File: config.mk
export PLATFORM = sky130hd
export DESIGN_NAME = control_step_sequencer
export DESIGN_NICKNAME = d
export VERILOG_FILES = /design/src/rtl/control_step_sequencer.sv
export SDC_FILE = /design/constraint.sdc
export NUM_CORES = 2
export LEC_CHECK = 0
export ABC_AREA = 1
export ABC_CLOCK_PERIOD_IN_PS = 7100
export CAP_MARGIN = 20
export CORE_MARGIN = 10
export CORE_UTILIZATION = 30
export CTS_BUF_LIST = sky130_fd_sc_hd__clkbuf_4
export CTS_CLUSTER_DIAMETER = 100
export DETAILED_ROUTE_END_ITERATION = 16
export GPL_TIMING_DRIVEN = 1
export PLACE_DENSITY = 0.4
export SYNTH_ARGS = -nofsm -noshare
export SYNTH_HDL_FRONTEND = slang
export SYNTH_SLANG_ARGS = --single-unit
File: constraint.sdc
create_clock -name Clock -period 7.1 [get_ports Clock]
set_clock_uncertainty 0.15 [all_clocks]
set_input_delay 1.065 -clock Clock [delete_from_list [all_inputs] [get_ports Clock]]
set_output_delay 1.065 -clock Clock [all_outputs]
set_load 0.02 [all_outputs]
File: src/rtl/control_step_sequencer.sv
// control_step_sequencer: microcoded T-step sequencer with wait stalls, conditional end, and sticky timeout/overrun flags.
// Each microcode word is {END, WAIT, CEND, control[CW_WIDTH-1:0]}. Only the control bits reach ctrl_out.
module control_step_sequencer #(
    parameter int CW_WIDTH  = 32,
    parameter int DEPTH     = 64,
    parameter int MAX_STEPS = 16,
    parameter int MAX_WAIT  = 8
) (
    input  logic                         Clock,
    input  logic                         clear,
    input  logic                         ucode_we,
    input  logic [$clog2(DEPTH)-1:0]     ucode_addr,
    input  logic [CW_WIDTH+2:0]          ucode_wdata,
    input  logic                         start,
    input  logic [$clog2(DEPTH)-1:0]     start_addr,
    input  logic                         mem_done,
    input  logic                         cond_in,
    output logic [CW_WIDTH-1:0]          ctrl_out,
    output logic [$clog2(MAX_STEPS)-1:0] step,
    output logic                         busy,
    output logic                         done,
    output logic                         err_timeout,
    output logic                         err_overrun
);
    localparam int AW = $clog2(DEPTH);
    localparam int SW = $clog2(MAX_STEPS);
    localparam int WW = $clog2(MAX_WAIT + 1);

    typedef enum logic [1:0] {IDLE, RUN, HALT} state_t;

    logic [CW_WIDTH+2:0] mem_q [DEPTH];

    state_t              state_q, state_d;
    logic [AW-1:0]       pc_q, pc_d, pc_inc;
    logic [WW-1:0]       wcnt_q, wcnt_d;
    logic [CW_WIDTH-1:0] ctrl_q, ctrl_d;
    logic [SW-1:0]       step_q, step_d;
    logic                busy_q, busy_d;
    logic                done_q, done_d;
    logic                tmo_q, tmo_d;
    logic                ovr_q, ovr_d;
    logic                end_hit, wait_hit;

    // pc_inc is AW bits wide, so stepping past DEPTH-1 wraps to 0 for free
    assign pc_inc   = pc_q + AW'(1);
    assign end_hit  = mem_q[pc_q][CW_WIDTH+2] | (mem_q[pc_q][CW_WIDTH] & ~cond_in);
    assign wait_hit = mem_q[pc_q][CW_WIDTH+1] & ~mem_done;

    always_comb begin
        state_d = state_q;
        pc_d    = pc_q;
        wcnt_d  = wcnt_q;
        ctrl_d  = ctrl_q;
        step_d  = step_q;
        done_d  = 1'b0;
        tmo_d   = tmo_q;
        ovr_d   = ovr_q;
        case (state_q)
            IDLE: begin
                ctrl_d = '0;
                if (start) begin
                    pc_d    = start_addr;
                    ctrl_d  = mem_q[start_addr][CW_WIDTH-1:0];
                    step_d  = '0;
                    wcnt_d  = '0;
                    state_d = RUN;
                end
            end
            RUN: begin
                if (end_hit) begin
                    ctrl_d  = '0;
                    step_d  = '0;
                    done_d  = 1'b1;
                    state_d = IDLE;
                end else if (wait_hit) begin
                    wcnt_d = wcnt_q + WW'(1);
                    if (wcnt_q == WW'(MAX_WAIT - 1)) begin
                        tmo_d   = 1'b1;
                        ctrl_d  = '0;
                        state_d = HALT;
                    end
                end else if (step_q == SW'(MAX_STEPS - 1)) begin
                    ovr_d   = 1'b1;
                    ctrl_d  = '0;
                    state_d = HALT;
                end else begin
                    pc_d   = pc_inc;
                    step_d = step_q + SW'(1);
                    ctrl_d = mem_q[pc_inc][CW_WIDTH-1:0];
                    wcnt_d = '0;
                end
            end
            HALT: ctrl_d = '0;
            default: begin
                ctrl_d  = '0;
                state_d = IDLE;
            end
        endcase
        busy_d = (state_d == RUN);
    end

    always_ff @(posedge Clock) begin
        if (clear) begin
            state_q <= IDLE;
            pc_q    <= '0;
            wcnt_q  <= '0;
            ctrl_q  <= '0;
            step_q  <= '0;
            busy_q  <= 1'b0;
            done_q  <= 1'b0;
            tmo_q   <= 1'b0;
            ovr_q   <= 1'b0;
        end else begin
            state_q <= state_d;
            pc_q    <= pc_d;
            wcnt_q  <= wcnt_d;
            ctrl_q  <= ctrl_d;
            step_q  <= step_d;
            busy_q  <= busy_d;
            done_q  <= done_d;
            tmo_q   <= tmo_d;
            ovr_q   <= ovr_d;
        end
    end

    // Microcode survives clear; it is only writable while idle and not starting
    always_ff @(posedge Clock) begin
        if (!clear && state_q == IDLE && !start && ucode_we)
            mem_q[ucode_addr] <= ucode_wdata;
    end

    assign ctrl_out    = ctrl_q;
    assign step        = step_q;
    assign busy        = busy_q;
    assign done        = done_q;
    assign err_timeout = tmo_q;
    assign err_overrun = ovr_q;
endmodule

==> flow_metrics.tcl <==
set metrics [dict create \
    cts_repair_resize_count 0 \
    drtPass1Iterations 9 \
    wl_per_cell_um 29.91 \
    floorplan.die_area_um2 391800 \
    timing.slew.headroom 0.2575 \
    finalCritPeriodShare 0.7568 \
    p_leak_nw 43.79 \
    initialDrtViolationCount 11108 \
    initial_utilization 0.3011 \
    post_synth_instance_area_um2 110200 \
    critical_path.endpoint_type "flop" \
    top_level_ports 93 \
    finalHoldViolCount 0 \
    arrival_ps 6690 \
    first_global_vias 93880 \
    grt_antenna_before_repair 33 \
    place_congestion 0.8386 \
    reg2regPathDepth 17 \
    mostFrequentLayoutCells "sky130_fd_sc_hd__nand2_1, sky130_fd_sc_hd__nand3_1, sky130_fd_sc_hd__edfxtp_1, sky130_fd_sc_hd__nor2_1, sky130_fd_sc_hd__o21ai_0" \
    grt_util_all_layers 0.2499 \
    drt.antenna.violating_nets 0 \
    hpwlAfterDp_um 286200 \
    number_of_design_rule_violations_left_after_detail_routing 0 \
    maximum_clock_frequency_ghz 0.1861 \
    die_width_um 626.0 \
    tritoncts_num_sinks 2298 \
    power_density_nw_per_um2 298.3 \
    clock_tree.htree_level_count 6 \
    ys_seq_elements 2298 \
    grt_remaining_overflow 0 \
    hold-path-cell-count 2 \
    clockBufferDepth 4 \
    cpMostUsedCell "sky130_fd_sc_hd__nand2_1" \
    final-setup-viol-count 0 \
    clock_tree_from_tritoncts "done" \
    grt_max_degree 151 \
    avgSynthCellArea_um2 9.517 \
    chipHeight_um 626.0 \
    timing.critical_path.slowest_stage_cell "sky130_fd_sc_hd__nor2_8" \
    dpl_worst_slack_ps 1778 \
    synth_nets 11631 \
    outcome "completed" \
    sequential_to_total_area_share_from_yosys_stat 0.6211 \
    cts_inserted_buffers 666 \
    synthCells 11575 \
    synthDistinctLibCells 32 \
    worst_ir_drop_vdd_v 0.0004324 \
    numPortBuffers 92 \
    max_cap_viol_count 0 \
    multi_input_comb_area_um2 37980 \
    min_path_type "input pin to flop" \
    finalWirelength_um 510700 \
    critical_path_peak_fanout 60 \
    num-nets-final 11788 \
    critical_path.max_stage_delay_ps 1160 \
    period_minus_slack_ps 5373 \
    clock_insertion_delay_worst_skew_ps 1540 \
    final-seq-area_um2 68430 \
    clkTransAtPathRegs_ps 60 \
    rows 222 \
    timing_max_transition_violations_final 0 \
    area.growth.synth_to_final_pct 14.25 \
    layout.filler_cells 36712 \
    core_region_area_um2 365800 \
    final.setup.tns_ps 0 \
    timing.critical_path.cells "inv_4 > buf_4 > nand2_1 > nand3_1 > nand3_1 > nand2_1 > nand2_1 > nand3_1 > nand3_1 > nand2_1 > nand2_1 > nand3_4 > nor2_8 > nor2_2 > nand2_1 > nand2_1 > nor2_1" \
    post-route-worst-setup-slack_ps 1727 \
    rsz0062_at_grt "no" \
    clock-root-buffer "sky130_fd_sc_hd__clkbuf_4" \
    crit_required_ps 8420 \
    worstSetupPathType "flop to flop" \
    mostFrequentLayoutCell "sky130_fd_sc_hd__nand2_1" \
    worst_margin_slew_ps 1111 \
    final_layout_size_suffix_gt1_frac 0.1212 \
    vias 96491 \
    vias_per_cell 5.652 \
    wire_length_of_the_first_global_routing_pass_um 713000 \
    yosysWarningCount 0 \
    start_kind "flop" \
]
final timing paths:
path,startpoint,to,slack (ps)
setup / recovery,flop,flop,1730
hold / removal,ucode_wdata[19],mem_q[41][19]$_DFFE_PP_,190
setup reg to reg,flop,flop,1730
hold reg to reg,wcnt_q[3]$_SDFFE_PP0P_,wcnt_q[3]$_SDFFE_PP0P_,330
state kept, by name (all words and copies together), names as in the netlist, 2 cells and up, named ones only:
name / count
mem_q: 2240
ctrl_out: 32
pc_q: 6
step: 4
wcnt_q: 4
state_q: 2
worst max-delay path: cells and delay by family, from the launching register on:
| family | cells | cell delay (ps) |
|---|---|---|
| buffers and inverters | 2 | 710 |
| AND/OR/NAND/NOR | 15 | 3580 |
| flip-flops | 1 | 750 |
area by class of cell:
class,instances,share of cell area
Sequential cell,2298,0.5438
Multi-Input combinational cell,8238,0.3018
Clock buffer,968,0.05774
Tap cell,4816,0.04788
Timing Repair Buffer,436,0.03532
Clock inverter,213,0.009942
Inverter,92,0.003360
Antenna cell,12,0.0002386
where the power goes:
group          switching, mW  total [mW]  internal, mW
combinational           7.22        9.60          2.38
clock                   6.12        12.8          6.71
sequential             0.165        15.1          14.9
cells by family (layout without fill, tap and decap cells):
kind of cell / count (synthesis) / count (layout) / synth area share
flops: 2298 / 2298 / 0.6211
other cells: 0 / 12 / 0
simple gates: 6376 / 6376 / 0.2455
xor+xnor: 7 / 7 / 0.0005566
buf+inv: 1039 / 1709 / 0.03919
compound gates: 1852 / 1852 / 0.09323
fa+ha+maj: 3 / 3 / 0.0003408
per-layer routing:
layer,GRT usage,part of all wire
met1,0.3275,0.41
met2,0.3942,0.45
met3,0.05078,0.085
met4,0.1229,0.053
met5,0,0.000092
through the flow:
| step | util | total power, mW | instances | area (um^2) | hold slack (ps) |
|---|---|---|---|---|---|
| 2_1_floorplan | - | 20.63 | 11575 | 110200 | 291.0 |
| 3_3_place_gp | 0.3196 | 24.87 | 15842 | 116900 | 299.4 |
| 3_5_place_dp | 0.3196 | 24.85 | 15842 | 116900 | 307.3 |
| 4_1_cts | 0.3440 | 37.78 | 17061 | 125800 | 11.53 |
| 5_1_grt | 0.3440 | 39.24 | 17067 | 125800 | 54.75 |
| 6_report | 0.3440 | 37.54 | 17073 | 125900 | 190.6 |
synth_stat cells:
| cell type | number | share of area |
|---|---|---|
| sky130_fd_sc_hd__nand2_1 | 2670 | 0.091 |
| sky130_fd_sc_hd__nand3_1 | 2360 | 0.11 |
| sky130_fd_sc_hd__edfxtp_1 | 2240 | 0.61 |
| sky130_fd_sc_hd__nor2_1 | 1274 | 0.043 |
| sky130_fd_sc_hd__o21ai_0 | 1172 | 0.053 |
| sky130_fd_sc_hd__clkbuf_1 | 571 | 0.019 |
| sky130_fd_sc_hd__o22ai_1 | 438 | 0.025 |
| sky130_fd_sc_hd__buf_2 | 211 | 0.0096 |
| sky130_fd_sc_hd__buf_1 | 132 | 0.0045 |
| sky130_fd_sc_hd__a21oi_1 | 106 | 0.0048 |
| sky130_fd_sc_hd__o221ai_1 | 91 | 0.0072 |
| sky130_fd_sc_hd__inv_1 | 82 | 0.0028 |
| sky130_fd_sc_hd__dfxtp_1 | 58 | 0.011 |
| sky130_fd_sc_hd__o211ai_1 | 43 | 0.0029 |
| sky130_fd_sc_hd__nor3_1 | 33 | 0.0015 |
| sky130_fd_sc_hd__buf_4 | 26 | 0.0018 |
| sky130_fd_sc_hd__or2_1 | 22 | 0.0012 |
| sky130_fd_sc_hd__or2_0 | 10 | 0.00057 |
| sky130_fd_sc_hd__inv_2 | 9 | 0.00031 |
| sky130_fd_sc_hd__buf_6 | 7 | 0.00072 |
| sky130_fd_sc_hd__xor2_1 | 6 | 0.00048 |
| sky130_fd_sc_hd__ha_1 | 3 | 0.00034 |
| sky130_fd_sc_hd__nand2_2 | 2 | 0.00011 |
| sky130_fd_sc_hd__a31oi_1 | 1 | 0.000057 |
| sky130_fd_sc_hd__inv_4 | 1 | 0.000057 |
| sky130_fd_sc_hd__nand3_4 | 1 | 0.00016 |
| sky130_fd_sc_hd__nand4_1 | 1 | 0.000057 |
| sky130_fd_sc_hd__nor2_2 | 1 | 0.000057 |
| sky130_fd_sc_hd__nor2_8 | 1 | 0.00018 |
| sky130_fd_sc_hd__o31ai_1 | 1 | 0.000068 |
| sky130_fd_sc_hd__or2_2 | 1 | 0.000057 |
| sky130_fd_sc_hd__xnor2_1 | 1 | 0.000080 |
what timing repair did:
action | 4_1_cts | 5_1_grt
setup endpoints to repair | 0 | 0
hold endpoints to repair | 1736 | 0
hold buffers | 38 | 0
setup buffers | 0 | 0
(Power assumes the default switching activity.)
